[src/rtl/dcache_flush_ctrl.sv]
// Flush sequencer: coalesces level flush requests, waits for the write buffer to drain, then
// drives the cache flush handshake. Optional start watchdog under DCACHE_FLUSH_TIMEOUT_EN.
module dcache_flush_ctrl #(
    parameter int unsigned NR_REQ         = 3,
    parameter int unsigned TIMEOUT_CYCLES = 1024
) (
    input  logic              clk_i,
    input  logic              rst_ni,
    input  logic [NR_REQ-1:0] flush_req_i,
    output logic [NR_REQ-1:0] flush_ack_o,
    input  logic              wbuffer_empty_i,
    output logic              dcache_flush_o,
    input  logic              dcache_flushing_i,
    input  logic              dcache_flush_ack_i,
    output logic              busy_o,
    output logic [15:0]       flush_cnt_o,
    output logic              timeout_o
);

    if (NR_REQ < 1 || NR_REQ > 8 || TIMEOUT_CYCLES < 2 || TIMEOUT_CYCLES > 65535) begin : g_bad_param
        $error("dcache_flush_ctrl: parameter out of range");
    end

    typedef enum logic [1:0] {StIdle, StDrain, StFlush, StAck} state_e;

    state_e            state_q, state_d;
    logic [NR_REQ-1:0] pend_q, pend_d;
    logic [15:0]       cnt_q, cnt_d;

    always_comb begin
        state_d = state_q;
        pend_d  = pend_q;
        cnt_d   = cnt_q;
        unique case (state_q)
            StIdle: begin
                if (|flush_req_i) begin
                    pend_d  = flush_req_i;
                    state_d = StDrain;
                end
            end
            StDrain: begin
                if (wbuffer_empty_i) state_d = StFlush;
            end
            StFlush: begin
                if (dcache_flush_ack_i) state_d = StAck;
            end
            StAck: begin
                pend_d  = '0;
                state_d = StIdle;
                if (cnt_q != 16'hFFFF) cnt_d = cnt_q + 16'd1;
            end
            default: state_d = StIdle;
        endcase
    end

`ifdef DCACHE_FLUSH_TIMEOUT_EN
    localparam logic [15:0] WdLimit = 16'(TIMEOUT_CYCLES - 1);

    logic        started_q, started_d;
    logic [15:0] wd_cnt_q, wd_cnt_d;
    logic        timeout_q, timeout_d;

    always_comb begin
        started_d = started_q;
        wd_cnt_d  = wd_cnt_q;
        timeout_d = timeout_q;
        if (state_q == StDrain && wbuffer_empty_i) begin
            started_d = 1'b0;
            wd_cnt_d  = '0;
        end else if (state_q == StFlush) begin
            if (dcache_flushing_i) started_d = 1'b1;
            // Counting stops for good once the cache has shown any sign of starting.
            if (!started_q && !dcache_flushing_i) begin
                if (wd_cnt_q == WdLimit) timeout_d = 1'b1;
                else                     wd_cnt_d  = wd_cnt_q + 16'd1;
            end
        end
    end
`endif

    always_ff @(posedge clk_i or negedge rst_ni) begin
        if (!rst_ni) begin
            state_q   <= StIdle;
            pend_q    <= '0;
            cnt_q     <= '0;
`ifdef DCACHE_FLUSH_TIMEOUT_EN
            started_q <= 1'b0;
            wd_cnt_q  <= '0;
            timeout_q <= 1'b0;
`endif
        end else begin
            state_q   <= state_d;
            pend_q    <= pend_d;
            cnt_q     <= cnt_d;
`ifdef DCACHE_FLUSH_TIMEOUT_EN
            started_q <= started_d;
            wd_cnt_q  <= wd_cnt_d;
            timeout_q <= timeout_d;
`endif
        end
    end

    // Every output is decoded from registers only.
    assign dcache_flush_o = (state_q == StFlush);
    assign flush_ack_o    = (state_q == StAck) ? pend_q : '0;
    assign busy_o         = (state_q != StIdle);
    assign flush_cnt_o    = cnt_q;
`ifdef DCACHE_FLUSH_TIMEOUT_EN
    assign timeout_o      = timeout_q;
`else
    assign timeout_o      = 1'b0;
`endif

endmodule

[config.mk]
export PLATFORM = sky130hd
export DESIGN_NAME = dcache_flush_ctrl
export DESIGN_NICKNAME = d
export VERILOG_FILES = /design/src/rtl/dcache_flush_ctrl.sv
export SDC_FILE = /design/constraint.sdc
export NUM_CORES = 1
export LEC_CHECK = 0
export ABC_AREA = 0
export BUFFER_PORTS_ARGS = -buffer_cell sky130_fd_sc_hd__buf_2
export CORE_MARGIN = 4
export CORE_UTILIZATION = 50
export DETAILED_ROUTE_END_ITERATION = 8
export HOLD_SLACK_MARGIN = 0.12
export PLACE_DENSITY_LB_ADDON = 0.08
export SETUP_SLACK_MARGIN = 0.5
export SKIP_LAST_GASP = 1
export SYNTH_ARGS = -nofsm -noshare
export SYNTH_HDL_FRONTEND = slang
export SYNTH_SLANG_ARGS = --single-unit
[constraint.sdc]
create_clock -name clk_i -period 1.8 [get_ports clk_i]
set_input_delay 0.09 -clock clk_i [delete_from_list [all_inputs] [get_ports clk_i]]
set_output_delay 0.09 -clock clk_i [all_outputs]
set_load 0.05 [all_outputs]
[Word level (Yosys, flattened, before mapping)]
Cells that the tools add are included.
Cells by class
  $add $sub $neg: 1
  $mul: 0
  divide/modulo/power cells: 0
  $lt $le $gt $ge: 0
  equality and inequality tests: 7
  shifts and indexed selects: 0
  multiplexer cells: 7
  bitwise gates (word level): 0
  reductions and logical operators: 7
Operator list (count)
  16-bit by 1-bit adder with 16-bit output (second input constant): 1
  16-bit inequality test (second input constant): 1
  2-bit case mux with 4 select lines: 1
  2-bit 2-to-1 mux: 3
  3-bit 2-to-1 mux: 2
  3-bit case mux with 2 select lines: 1
  2-bit equality test (second input constant): 2
  2-bit inequality test (second input constant): 2
  2-bit AND reduction: 2
  2-bit nonzero test: 2
  3-bit AND reduction: 1
  3-bit OR reduction: 1
  2-bit by 1-bit equality test with 1-bit output (second input constant): 1
  2-bit zero test: 1
  2-bit by 1-bit inequality test with 1-bit output (second input constant): 1
Word-level totals
  bits in registers: 21
  latch bits: 0
  bits in writable memories: 0
  ROM bits: 0
  output and inout port bits: 22
  logic and storage cells: 25
  memories kept: 0

[Depth between registers and ports, before layout]
Gate-level depths: netlist (run 1).
  depth after elaboration: 3
  gate-level depth with buffers: 6
  depth with buffers taken out: 5

[Worst setup path before layout (run 1)]
No wires, ideal clock.
  kind: register to register
  start point: register cnt_q[0] (netlist: flush_cnt_o[0])
  end point: register cnt_q[14] (netlist: flush_cnt_o[14])
  arrival: 1.849 ns
  setup slack: -0.176 ns
  stages on the path, launching flop included: 6
  path buffers: 0
  clock period less this slack: 1.976 ns
  path through: dfrtp_1 > ha_1 > nand4_1 > nor3_1 > and3_1 > mux2_1
Between the ends
  cells in the longest elaborated chain, start to end: 2
  elaborated cells between the ends (all ways): 3
RTL lines
  start, declared: line 28  | logic [15:0] cnt_q, cnt_d;
  start signal, assigned: line 94  | cnt_q <= cnt_d;
  branches (longest 2 deep; another with 16-bit by 1-bit adder with 16-bit output)
Several ways; the timed one is not identified.
A chain may end at the register's enable or synchronous reset.

[Worst setup path after layout (run 1)]
  start point: register state_q[0]
  end point: register state_q[1]
Between the ends
  cells in the longest elaborated chain, start to end: 3
  elaborated cells between the ends (all ways): 9
RTL lines
  start, declared: line 26  | state_e state_q, state_d;
  start signal, assigned: line 83  | state_q <= StIdle;
  start signal, assigned: line 92  | state_q <= state_d;
  2-bit equality test (tied with other cells): line 34  | unique case (state_q)
  2-bit by 1-bit inequality test with 1-bit output (no line) or 2-bit inequality test (tied branches)
  3-bit AND reduction (no line)
Parallel ways exist; a longest one is shown, timed or not.

==> impl_metrics.env, run 1 <==
export IMPL_leakage_nw=0.8961
export IMPL_cts_buffers=3
export IMPL_synth_xor_area_frac=0.08462
export IMPL_cts_tree="yes"
export IMPL_synth_top_cell_by_area="dfrtp_1"
export IMPL_synth_seq_cells=21
export IMPL_seq_area_frac_synth=0.4615
export IMPL_yosysWarningCount=0
export IMPL_drive_gt1_frac=0.6213
export IMPL_dr_pass1_iters=4
export IMPL_via_count=1037
export IMPL_cp_start_kind="flip-flop"
export IMPL_setup_ws_ps=242.5
export IMPL_max_freq_ghz=0.6420
export IMPL_grt_max_degree=22
export IMPL_finalSetupTns_ps=0
export IMPL_vias_per_cell=5.264
export IMPL_place_area_sq_um=1379
export IMPL_synth_top_area_share=0.4615
export IMPL_synthMuxAreaShare=0.03297
export IMPL_antenna_found_initial=0
export IMPL_path_class="flip-flop to flip-flop"
export IMPL_rrSetupSlack_ps=240
export IMPL_portBuffers=27
export IMPL_ys_types=33
export IMPL_start_util=0.5197
export IMPL_netlist_instances=110
export IMPL_h_tree_depth=1
export IMPL_crit_required_ps=2000
export IMPL_peakVddDrop_mv=1.276
export IMPL_grtUsageTotal=0.1999
export IMPL_rsz0062_at_grt="yes"
export IMPL_synth_compound_area_frac=0.06374
export IMPL_dp_slack_ps=134.4
export IMPL_drc=0
export IMPL_synth_avg_cell_area_sq_um=10.35
export IMPL_maxSlewViolCount=0
export IMPL_synth_simple_area_share=0.2560
export IMPL_finalClockSkew_ps=2.242
export IMPL_post_dp_hpwl_mm=1.669
export IMPL_clk_pin_slew_ps=130
export IMPL_cts_sinks=21
export IMPL_power_per_cell_area_nw_per_um2=1368
export IMPL_crit_fanout=3
export IMPL_postRouteAntennaNets=0
export IMPL_fin_crit_ps=1558
export IMPL_drt_iter0_markers=32
export IMPL_synthAdderAreaFrac=0.06593
export IMPL_post_drt_wl_per_cell_microns=14.38
export IMPL_maxCapViolations=0
export IMPL_hold_viol_final=0
export IMPL_dieWidth_microns=55.72
export IMPL_nets=184
export IMPL_syn_num_nets=124
export IMPL_grt_pass1_wl_mm=5.002
export IMPL_final_cell_mix="buf_2 (22), buf_4 (22), dfrtp_2 (16)"
export IMPL_die_area_sq_um=3105
export IMPL_wl_mm=2.833
export IMPL_cp_arrival_ps=1760
export IMPL_row_count=17
export IMPL_grt_pass1_vias=1053
export IMPL_worstSkewPairLatency_ps=300
export IMPL_coreArea_sq_um=2191
export IMPL_grt_overflow=0
export IMPL_die_y_microns=55.72
export IMPL_period_share=0.8653
export IMPL_status="finished clean"
export IMPL_synth_area_sq_um=1139
export IMPL_endpoint_kind="flip-flop"
export IMPL_synth_top_family_by_area="simple AND/OR/NAND/NOR gates"
export IMPL_synth_area_leaders="dfrtp_1 (46%), xor2_1 (6.9%), ha_1 (6.6%), nor3_1 (2.6%), nand2_1 (2.6%)"
export IMPL_place_gp_congestion=0.6867
export IMPL_setup_viol=0
export IMPL_fin_area_sq_um=1807
export IMPL_ios=30
export IMPL_diodes=0
export IMPL_hold_path_class="primary input to flip-flop"
export IMPL_syn_to_final_growth_pct=58.68
export IMPL_root_buffer="clkbuf_4"
export IMPL_clockBufferDepth=2
flip-flops by register name, summed over array words and instances (netlist names):
signal / cells
flush_cnt_o: 16
pend_q: 3
state_q: 2
path summary, 6_finish.rpt:
kind	end	cells past startpoint	from
hold / removal	pend_q[0]$_DFFE_PN0P_	4	flush_req_i[0]
hold reg to reg	flush_cnt_o[11]$_DFFE_PN0P_	1	flush_cnt_o[11]$_DFFE_PN0P_
min in group asynchronous	flush_cnt_o[10]$_DFFE_PN0P_	2	rst_ni
setup / recovery	state_q[1]$_DFFE_PN0P_	6	state_q[0]$_DFFE_PN0P_
setup reg to reg	state_q[1]$_DFFE_PN0P_	6	state_q[0]$_DFFE_PN0P_
max in group asynchronous	flush_cnt_o[11]$_DFFE_PN0P_	2	rst_ni
stage by stage:
step | power (mW) | cells | utilization | hold slack (ps)
after CTS | 2.366 | 190 | 0.7847 | 188.3
final | 2.472 | 197 | 0.8247 | 181.7
after global routing | 2.626 | 197 | 0.8247 | 221.8
after floorplan | 1.592 | 110 | - | -205.6
after global placement | 1.770 | 165 | 0.6294 | 64.14
after detailed placement | 1.803 | 165 | 0.6294 | 72.28
layout make-up:
cell class | instances | area, sq um
tap | 28 | 35.03
inverter | 5 | 31.28
clock buffer | 4 | 26.28
timing repair buffer | 58 | 439.2
fill | 133 | 384.1
sequential | 21 | 545.5
multi-input combinational | 81 | 729.5
metal layers:
metal  wire [microns]  GRT usage
met4               36    0.05903
met2             1470     0.3716
met3              142    0.02784
met5                0          0
met1             1184     0.2356
synth_stat cells (all sizes together):
master / instances
a31oi: 1
a22o: 1
xnor2: 2
inv: 5
o32a: 1
nand4: 6
a21oi: 5
conb: 1
and2: 4
mux2: 3
nand2: 8
ha: 6
nand2b: 1
nand3: 4
o21a: 1
nor4: 4
nor2b: 4
and3: 2
xor2: 9
o21ai: 3
buf: 3
or2: 1
nor2: 7
dfrtp: 21
and4: 1
nor3: 6
repair_timing:
action	4_1_cts	5_1_grt
endpoints found under the setup margin	23	23
buffers inserted	20	7
hold endpoints to repair	21	0
pin swaps	17	8
hold buffers	1	0
gates resized for setup	36	9
critical path, cell delays in order, from the launching register on:
cell and delay (ps):
dfrtp_1 430, buf_6 150, inv_6 40, ha_4 160
a22o_1 210, a21oi_2 160, mux2_4 310
cell families after synthesis:
kind of cell,count (synthesis)
AOI/OAI and AO/OA,12
xor gates and xnor gates,11
adders and majority gates,6
buffers and inverters,8
DFF,21
muxes,3
other,1
and+or+nand+nor,48
power breakdown:
group / internal (mW) / total (mW) / switching (mW)
Clock: 0.0863 / 0.238 / 0.152
Sequential: 0.603 / 0.766 / 0.164
Combinational: 0.654 / 1.47 / 0.815
Total: 1.34 / 2.47 / 1.13
Power figures use the tool's default switching activity.
==> run 2, diff against run 1 <==
--- a/config.mk
+++ b/config.mk
@@ -11,7 +11,7 @@
 export CORE_UTILIZATION = 50
 export DETAILED_ROUTE_END_ITERATION = 8
 export HOLD_SLACK_MARGIN = 0.12
-export PLACE_DENSITY_LB_ADDON = 0.08
+export PLACE_DENSITY = 0.76
 export SETUP_SLACK_MARGIN = 0.5
 export SKIP_LAST_GASP = 1
 export SYNTH_ARGS = -nofsm -noshare
==> impl_metrics.env, run 2 (synthesis gave the netlist of run 1 again) <==
export IMPL_status="finished clean"
export IMPL_grt_pass1_vias=1068
export IMPL_row_count=17
export IMPL_power_report_internal_total_mw=1.455
export IMPL_setup_viol=0
export IMPL_hold_path_class="primary input to flip-flop"
export IMPL_comb_power_share=0.631
export IMPL_hold_viol_final=0
export IMPL_power_per_cell_area_nw_per_um2=1486
export IMPL_grtUsageTotal=0.1910
export IMPL_final_cells=198
export IMPL_maxSlewViolCount=0
export IMPL_crit_required_ps=2000
export IMPL_cts_sinks=21
export IMPL_start_util=0.5197
export IMPL_post_dp_hpwl_mm=1.780
export IMPL_cts_tree="yes"
export IMPL_worstSkewPairLatency_ps=310
export IMPL_h_tree_depth=1
export IMPL_maxCapViolations=0
export IMPL_peakVddDrop_mv=1.132
export IMPL_via_count=1124
export IMPL_relSlewSlack=0.6446
export IMPL_syn_to_final_growth_pct=60.55
export IMPL_rsz0062_at_grt="yes"
export IMPL_timing_hold_ws_ps=208.0
export IMPL_finalClockSkew_ps=3.989
export IMPL_post_drt_wl_per_cell_microns=17.22
export IMPL_crit_fanout=5
export IMPL_clockBufferDepth=2
export IMPL_grt_pass1_wl_mm=4.705
export IMPL_p_sw_mw=1.262
export IMPL_fin_crit_ps=1612
export IMPL_die_area_sq_um=3105
export IMPL_cts_buffers=3
export IMPL_ios=30
export IMPL_root_buffer="clkbuf_4"
export IMPL_max_freq_ghz=0.6205
export IMPL_postRouteAntennaNets=0
export IMPL_switching_share=0.4646
export IMPL_pwr_share_clk=0.085
export IMPL_die_y_microns=55.72
export IMPL_seqPwrFrac=0.284
export IMPL_cp_arrival_ps=1810
export IMPL_path_class="flip-flop to flip-flop"
export IMPL_vias_per_cell=5.677
export IMPL_clk_pin_slew_ps=120
export IMPL_coreArea_sq_um=2191
export IMPL_drc=0
export IMPL_final_common_cell="buf_4"
export IMPL_drive_gt1_frac=0.6588
export IMPL_final_cell_mix="buf_4 (24), buf_2 (22), dfrtp_2 (16)"
export IMPL_largest_reg_flops=16
export IMPL_grt_overflow=0
export IMPL_place_gp_congestion=0.7839
export IMPL_worstMarginPinSlew_ps=529.1
export IMPL_antenna_found_initial=0
export IMPL_dieWidth_microns=55.72
export IMPL_nets=185
export IMPL_wl_mm=3.410
export IMPL_dp_cells=165
export IMPL_diodes=0
export IMPL_finalSetupTns_ps=0
export IMPL_cp_start_kind="flip-flop"
export IMPL_cp_slowest_stage_delay_ps=420
export IMPL_period_share=0.8953
export IMPL_cp_slowest_cell="nor4_4"
export IMPL_grt_max_degree=22
export IMPL_portBuffers=27
export IMPL_drt_iter0_markers=45
export IMPL_dr_pass1_iters=4
export IMPL_endpoint_kind="flip-flop"
export IMPL_leakage_nw=0.9177
export IMPL_worstPathCellList="nand4_1, nor4_4, nor2b_2, mux2_4"
==> run 2: changes by cell type in the layout (fill, tap and decap cells not counted), moves of 2 or more <==
cell,previous run,this run
and2_1,4,0
and2_4,0,4
buf_4,22,24
buf_6,11,9
nor2_1,5,3
nor2_2,1,3
nor4_1,0,2
nor4_2,3,1
==> run 2: final cells by class <==
class	instances	area, sq um
Fill cell	115	362.8
Clock inverter	1	5.005
Multi-Input combinational cell	81	744.5
Clock buffer	3	22.52
Tap cell	28	35.03
Timing Repair Buffer	59	446.7
Sequential cell	21	545.5
Inverter	5	28.78
==> run 2: path summary, 6_finish.rpt <==
path,endpoint,start,slack [ps],depth (start not counted)
min,state_q[1]$_DFFE_PN0P_,dcache_flush_ack_i,210,4
max reg2reg,flush_cnt_o[1]$_DFFE_PN0P_,flush_cnt_o[13]$_DFFE_PN0P_,190,4
max in group asynchronous,flush_cnt_o[15]$_DFFE_PN0P_,rst_ni,1200,2
max,flush_cnt_o[1]$_DFFE_PN0P_,flush_cnt_o[13]$_DFFE_PN0P_,190,4
min reg2reg,flush_cnt_o[15]$_DFFE_PN0P_,flush_cnt_o[15]$_DFFE_PN0P_,490,1
min in group asynchronous,flush_cnt_o[9]$_DFFE_PN0P_,rst_ni,250,2
==> run 2: layer usage <==
layer  wire (microns)  vias to the layer above  GRT usage  part of all wire
met5                0                        -          0                 0
li1                 -                      501          -                 -
met1             1290                      559     0.1985              0.38
met2             1790                       52     0.3480              0.52
met4              120                        0    0.09028             0.035
met3              209                       12    0.05568             0.061
==> run 2: repair_timing <==
| item | in CTS | in global routing |
|---|---|---|
| resized for setup | 21 | 31 |
| pin swaps | 9 | 19 |
| buffers inserted | 14 | 14 |
| endpoints found under the hold margin | 21 | 0 |
| hold buffers | 1 | 0 |
| setup endpoints to repair | 24 | 24 |
==> run 2: power groups by stage <==
stage               logic [mW]  clock network [mW]  registers [mW]
finish                    1.71               0.231           0.770
global route              1.81               0.256           0.787
CTS                       1.37               0.228           0.741
detailed placement        1.05                   0           0.789
global placement         0.989                   0           0.778
floorplan                0.618                   0           0.974
==> run 2: metrics by stage <==
step,setup WS [ps],power (mW),cell area (sq um),utilization
2_1_floorplan,86.26,1.592,1209,-
3_3_place_gp,227.0,1.767,1379,0.6294
3_5_place_dp,167.0,1.836,1379,0.6294
4_1_cts,266.0,2.338,1603,0.7316
5_1_grt,102.1,2.854,1828,0.8344
6_report,188.4,2.716,1828,0.8344
==> run 2: worst max-delay path, delay by kind of cell (launching register included) <==
family,cells,cell delay [ps]
simple gates,3,790
flops,1,410
mux,1,310
